File: config.mk
export PLATFORM = sky130hd
export DESIGN_NAME = hazard_detect_unit
export DESIGN_NICKNAME = d
export VERILOG_FILES = /design/src/rtl/hazard_detect_unit.sv
export SDC_FILE = /design/constraint.sdc
export NUM_CORES = 1
export LEC_CHECK = 0
export ABC_AREA = 1
export BUFFER_PORTS_ARGS = -buffer_cell sky130_fd_sc_hd__buf_2
export CAP_MARGIN = 25
export CORE_UTILIZATION = 40
export CTS_BUF_LIST = sky130_fd_sc_hd__clkbuf_8
export CTS_CLUSTER_SIZE = 24
export DETAILED_ROUTE_END_ITERATION = 12
export GPL_ROUTABILITY_DRIVEN = 0
export PLACE_DENSITY_LB_ADDON = 0.05
export SETUP_SLACK_MARGIN = 0.4
export SLEW_MARGIN = 10
export SYNTH_ARGS = -nofsm -noshare
export SYNTH_HDL_FRONTEND = slang
export SYNTH_SLANG_ARGS = --single-unit
export TNS_END_PERCENT = 5
File: constraint.sdc
create_clock -name clk -period 7.7 [get_ports clk]
set_clock_uncertainty 0.1 [all_clocks]
set_input_delay 2.31 -clock clk [delete_from_list [all_inputs] [get_ports clk]]
set_output_delay 2.31 -clock clk [all_outputs]
set_load 0.01 [all_outputs]
File: src/rtl/hazard_detect_unit.sv
`default_nettype none
// ============================================================================
//  Module      : hazard_detect_unit
//  Description : Tracks the ID-stage hazard class down EX/MEM/WB and produces
//                load-use stalls, redirect flushes, ID operand-forward selects,
//                MEM store-data forward select and saturating stall/flush
//                performance counters for a 5-stage pipeline.
//  Revision    : 1.0  initial release
// ============================================================================
module hazard_detect_unit #(
  parameter int CNT_W = 32
) (
  input  logic             clk,
  input  logic             rst,
  input  logic             rs1use_ID,
  input  logic             rs2_use_ID,
  input  logic [1:0]       hazard_optype_ID,
  input  logic [4:0]       rd_ID,
  input  logic [4:0]       rs1_ID,
  input  logic [4:0]       rs2_ID,
  input  logic             Branch_ID,
  output logic             PC_EN_IF,
  output logic             reg_FD_EN,
  output logic             reg_FD_flush,
  output logic             reg_DE_flush,
  output logic [1:0]       forward_ctrl_A,
  output logic [1:0]       forward_ctrl_B,
  output logic             forward_ctrl_ls,
  output logic [CNT_W-1:0] stall_cnt,
  output logic [CNT_W-1:0] flush_cnt
);

  localparam logic [1:0] c_OP_NONE  = 2'b00;
  localparam logic [1:0] c_OP_ALU   = 2'b01;
  localparam logic [1:0] c_OP_LOAD  = 2'b10;
  localparam logic [1:0] c_OP_STORE = 2'b11;

  localparam logic [1:0] c_FWD_RF   = 2'b00;
  localparam logic [1:0] c_FWD_EXA  = 2'b01;
  localparam logic [1:0] c_FWD_MEMA = 2'b10;
  localparam logic [1:0] c_FWD_MEML = 2'b11;

  // Stage tracking state
  logic [1:0]       optype_ex_q, optype_ex_d;
  logic [4:0]       rd_ex_q, rd_ex_d;
  logic [4:0]       rs2_ex_q, rs2_ex_d;
  logic [1:0]       optype_mem_q;
  logic [4:0]       rd_mem_q;
  logic [4:0]       rs2_mem_q;
  logic [1:0]       optype_wb_q;
  logic [4:0]       rd_wb_q;
  logic [CNT_W-1:0] stall_cnt_q, stall_cnt_d;
  logic [CNT_W-1:0] flush_cnt_q, flush_cnt_d;

  logic w_stall;
  logic w_flush;

  // A stage result is forwardable only for a nonzero rd written by ALU/load.
  function automatic logic f_match(input logic [1:0] op, input logic [4:0] rd,
                                   input logic [4:0] idx);
    return (idx == rd) && (rd != 5'd0) && (op != c_OP_NONE) && (op != c_OP_STORE);
  endfunction

  // Operand select priority: youngest ALU result, then MEM ALU, then MEM load.
  // A match on a load still in EX yields regfile; the stall covers that case.
  function automatic logic [1:0] f_fwd(input logic use_i, input logic [4:0] idx,
                                       input logic [1:0] op_ex, input logic [4:0] rd_ex,
                                       input logic [1:0] op_mem, input logic [4:0] rd_mem);
    logic [1:0] sel;
    sel = c_FWD_RF;
    if (use_i) begin
      if (f_match(op_ex, rd_ex, idx) && (op_ex == c_OP_ALU))
        sel = c_FWD_EXA;
      else if (f_match(op_mem, rd_mem, idx) && (op_mem == c_OP_ALU))
        sel = c_FWD_MEMA;
      else if (f_match(op_mem, rd_mem, idx) && (op_mem == c_OP_LOAD))
        sel = c_FWD_MEML;
    end
    return sel;
  endfunction

  // Load-use stall; store data depending on the load is forwarded in MEM instead.
  always_comb begin
    w_stall = 1'b0;
    if ((optype_ex_q == c_OP_LOAD) && (rd_ex_q != 5'd0)) begin
      if (rs1use_ID && (rs1_ID == rd_ex_q))
        w_stall = 1'b1;
      else if (rs2_use_ID && (rs2_ID == rd_ex_q) && (hazard_optype_ID != c_OP_STORE))
        w_stall = 1'b1;
    end
  end

  // Redirect flush yields to stall; suppressed while reset is held.
  assign w_flush = Branch_ID & ~w_stall & ~rst;

  // Control and forwarding outputs
  always_comb begin
    PC_EN_IF        = ~w_stall;
    reg_FD_EN       = ~w_stall;
    reg_DE_flush    = w_stall;
    reg_FD_flush    = w_flush;
    forward_ctrl_A  = f_fwd(rs1use_ID, rs1_ID, optype_ex_q, rd_ex_q, optype_mem_q, rd_mem_q);
    forward_ctrl_B  = f_fwd(rs2_use_ID, rs2_ID, optype_ex_q, rd_ex_q, optype_mem_q, rd_mem_q);
    forward_ctrl_ls = (optype_mem_q == c_OP_STORE) && (optype_wb_q == c_OP_LOAD) &&
                      (rd_wb_q == rs2_mem_q) && (rd_wb_q != 5'd0);
  end

  // Next-state for EX stage and counters
  always_comb begin
    optype_ex_d = w_stall ? c_OP_NONE : hazard_optype_ID;
    rd_ex_d     = w_stall ? rd_ex_q  : rd_ID;
    rs2_ex_d    = w_stall ? rs2_ex_q : rs2_ID;
    stall_cnt_d = stall_cnt_q;
    flush_cnt_d = flush_cnt_q;
    if (w_stall && !(&stall_cnt_q))
      stall_cnt_d = stall_cnt_q + CNT_W'(1);
    if (w_flush && !(&flush_cnt_q))
      flush_cnt_d = flush_cnt_q + CNT_W'(1);
  end

  // Pipeline tracking registers and counters
  always_ff @(posedge clk or posedge rst) begin
    if (rst) begin
      optype_ex_q  <= c_OP_NONE;
      rd_ex_q      <= 5'd0;
      rs2_ex_q     <= 5'd0;
      optype_mem_q <= c_OP_NONE;
      rd_mem_q     <= 5'd0;
      rs2_mem_q    <= 5'd0;
      optype_wb_q  <= c_OP_NONE;
      rd_wb_q      <= 5'd0;
      stall_cnt_q  <= '0;
      flush_cnt_q  <= '0;
    end else begin
      optype_ex_q  <= optype_ex_d;
      rd_ex_q      <= rd_ex_d;
      rs2_ex_q     <= rs2_ex_d;
      optype_mem_q <= optype_ex_q;
      rd_mem_q     <= rd_ex_q;
      rs2_mem_q    <= rs2_ex_q;
      optype_wb_q  <= optype_mem_q;
      rd_wb_q      <= rd_mem_q;
      stall_cnt_q  <= stall_cnt_d;
      flush_cnt_q  <= flush_cnt_d;
    end
  end

  assign stall_cnt = stall_cnt_q;
  assign flush_cnt = flush_cnt_q;

endmodule
`default_nettype wire

==> metrics.md <==
| Metric | Value |
|---|---|
| CTS tree | `done` |
| Synth Cell Area | `5760 um^2` |
| Hold Fails Final Rpt | `0` |
| Num CTS Buffers | `9` |
| Worst Path Max Fanout | `40` |
| DRC viols | `0` |
| Worst slew pin tran | `834 ps` |
| Max Clk Rate | `158 MHz` |
| Setup crit end kind | `output port` |
| Mapped Cells | `813` |
| IO buf count | `94` |
| Delay-heaviest family, CP | `buffers and inverters` |
| H-tree depth | `3` |
| Clock Latency Late Sink | `380 ps` |
| R2R cell count | `11` |
| Most frequent cells in the layout | `343 x nand2_1, 105 x nor2_1, 95 x dfrtp_1` |
| Data arrival time of the worst path | `3920 ps` |
| I/O pin cnt | `95` |
| Max-slew violation count | `0` |
| Pwr/cell area | `153 nW/um^2` |
| DP HPWL | `11400 um` |
| Die area | `14900 um^2` |
| CTS Buffer Depth | `2` |
| Worst-path clk slew | `90 ps` |
| Critical path's most frequent cell | `nand2_1` |
| Total congestion overflow | `0` |
| Worst Hold End | `rs2_mem_q[1]$_DFF_PP0_` |
| HP Class | `flip-flop to flip-flop` |
| Max IR drop VDD | `0.0911 mV` |
| Critical path's slowest cell | `inv_2` |
| HP Start | `rs2_ex_q[1]$_DFFE_PP0N_` |
| DR WL/cell | `14.6 um` |
| Core Rows | `43` |
| Sink Count | `95` |
| Kind of critical path | `input pin to output port` |
| Area Overhead vs Synth | `13.8%` |
| Largest net degree at the start of global routing | `67` |
| Area of the multi-input gates | `3080 um^2` |
| Final cell count without fillers | `1083` |
| Flop-to-flop setup slack | `4990 ps` |
| Fin crit period | `6330 ps` |
| CORE AREA | `14000 um^2` |
| Slew HR | `0.444` |
| Total Routing Usage GR | `0.227` |
| Hold path cells | `0` |
| Clock root buffer | `clkbuf_8` |
| DRT iter0 DRCs | `283` |
| Fill cell count | `1475` |
| Commonest non-fill, non-tap cell in the layout | `nand2_1` |
| Cells after DPL | `1067` |
| Status | `finished clean` |
| Initial antenna violation count | `0` |
| Startpoint types | `input pin` |
| Initial Util | `0.412` |
| PostCTS Resize Cnt | `0` |
| Seq/Total Area, Yosys | `0.413` |
| Cell chain of the critical path | `buf_2 -> inv_1 -> nand2_1 -> nand2_1 -> nor2_1 -> nand4_1 -> nand2_1 -> nand2_1 -> inv_2 -> buf_2` |
| Share of post-route cells with drive strength above 1 | `0.146` |
| Final worst-path cycle share | `0.822` |
| R2r startpoint | `rd_ex_q[2]$_DFFE_PP0N_` |
| NumNets Final | `922` |
| Die Wd | `122 um` |
| Mapped Avg Cell Area | `7.09 um^2` |
| RSZ-0062 raised after global routing | `false` |
| ANT nets after route | `0` |
| Total of max-cap violations | `0` |
| Final setup vio count | `0` |
| Post-synth net total | `837` |
| Netlist cell types | `32` |
| Setup bufs post-CTS | `0` |
| CP required | `5290 ps` |
| Routed WL | `15900 um` |
| First-pass GRT wire length | `26300 um` |
| Chip height | `122 um` |
| Leak Pwr | `0.00333 uW` |
| CP peak stage delay | `540 ps` |
| RR Endpoint | `flush_cnt[27]$_DFFE_PP0P_` |
| Post-DR vias/cell | `5.09` |
| Antenna diode count | `0` |
| CTS Hold Buffers Added | `0` |
| Setup TNS Final | `0 ps` |
| WP buf/inv | `4` |
| Routed via count | `5508` |
| Register Area | `2380 um^2` |
| Synth warn | `0` |
| Detailed Routing Iterations Pass 1 | `5` |
| Vias in the first global route | `5346` |
| FF+latch count, synth | `95` |
cell usage after synthesis:
library cell | instances | area [um^2]
a21boi_0 | 1 | 7.51
a21oi_1 | 1 | 5.00
buf_1 | 2 | 7.51
buf_2 | 12 | 60.1
buf_4 | 5 | 37.5
buf_6 | 3 | 33.8
clkbuf_1 | 2 | 7.51
dfrtp_1 | 95 | 2380
ha_1 | 2 | 25.0
inv_1 | 40 | 150
inv_2 | 4 | 15.0
nand2_1 | 343 | 1290
nand2_2 | 1 | 6.26
nand3_1 | 38 | 190
nand3_2 | 4 | 40.0
nand3_4 | 1 | 17.5
nand3b_1 | 22 | 165
nand4_1 | 47 | 294
nand4_4 | 1 | 21.3
nor2_1 | 106 | 398
nor2_2 | 3 | 18.8
nor2_4 | 1 | 11.3
nor3_1 | 8 | 40.0
nor3_2 | 1 | 10.0
nor4_1 | 3 | 18.8
o21ai_0 | 16 | 80.1
o21ai_1 | 1 | 5.00
o22ai_1 | 1 | 6.26
o31ai_1 | 1 | 7.51
or2_2 | 1 | 6.26
xnor2_1 | 23 | 201
xor2_1 | 24 | 210
cell families after synthesis:
| family | after synthesis | synth area share |
|---|---|---|
| AO/OA/AOI/OAI | 21 | 0.0193 |
| flip-flops | 95 | 0.413 |
| buffers and inverters | 68 | 0.0541 |
| AND/OR/NAND/NOR | 580 | 0.438 |
| XOR/XNOR | 47 | 0.0714 |
| adder cells (fa/ha/maj) | 2 | 0.00434 |
layout make-up:
type	instances	share of cell area
flip-flops and latches	95	0.363
multi-input cells	650	0.469
clock buffers	11	0.0231
clock inverters	5	0.00878
repair buffers	98	0.0764
well taps	180	0.0344
inverters	44	0.0256
per-stage QoR:
step / hold slack [ps] / instance area, um^2 / total power, uW / util / setup WS, ps
finish: 284 / 6560 / 1000 / 0.469 / 1370
global route: 301 / 6560 / 1050 / 0.469 / 1150
CTS: 286 / 6560 / 1020 / 0.469 / 1380
detailed placement: 263 / 6350 / 665 / 0.454 / 1380
global placement: 261 / 6350 / 664 / 0.454 / 1450
floorplan: 254 / 5760 / 623 / - / 1880
routing by layer:
metal  vias up  GRT usage  part of all wire
met3        20     0.0267             0.040
met4         0      0.100             0.023
met5         -          0                 0
li1       2766          -                 -
met1      2588      0.291              0.45
met2       134      0.382              0.48
report_power, final:
| part | internal, uW | switching, uW | leakage, uW | total, uW |
|---|---|---|---|---|
| Combinational | 40.2 | 65.4 | 0.00198 | 106 |
| Sequential | 520 | 29.2 | 0.00125 | 550 |
| Clock | 167 | 182 | 0.000103 | 349 |
worst register-to-register path, stage by stage (launching register included):
cell and delay [ps]:
dfrtp_1 480, inv_2 120, nand2_1 60, nand2_1 60
nor2_1 60, nand4_1 90, nand2_1 110, nand2_1 110
buf_4 440, nand3_2 660, nand2_1 220, nand2_1 70
sequential cells by signal, indices dropped and copies added, names as in the netlist:
name,count
optype_ex_q,2
rs2_ex_q,5
rs2_mem_q,5
rd_mem_q,5
stall_cnt,32
rd_ex_q,5
rd_wb_q,5
optype_wb_q,2
flush_cnt,32
optype_mem_q,2
how the worst max path moves through the flow:
| stage | startpoint | end | slack (ps) | cells past startpoint |
|---|---|---|---|---|
| 2_1_floorplan | rs2_ID[3] | reg_FD_flush | 1880 | 11 |
| 3_3_place_gp | rs2_ID[0] | reg_DE_flush | 1450 | 10 |
| 3_5_place_dp | rs1_ID[0] | reg_FD_flush | 1380 | 11 |
| 4_1_cts | rs1_ID[0] | reg_FD_flush | 1380 | 11 |
| 5_1_grt | rs1_ID[0] | reg_FD_flush | 1150 | 11 |
| 6_report | rs1_ID[0] | reg_DE_flush | 1370 | 10 |
No activity file was read; power rests on OpenSTA's default activity.
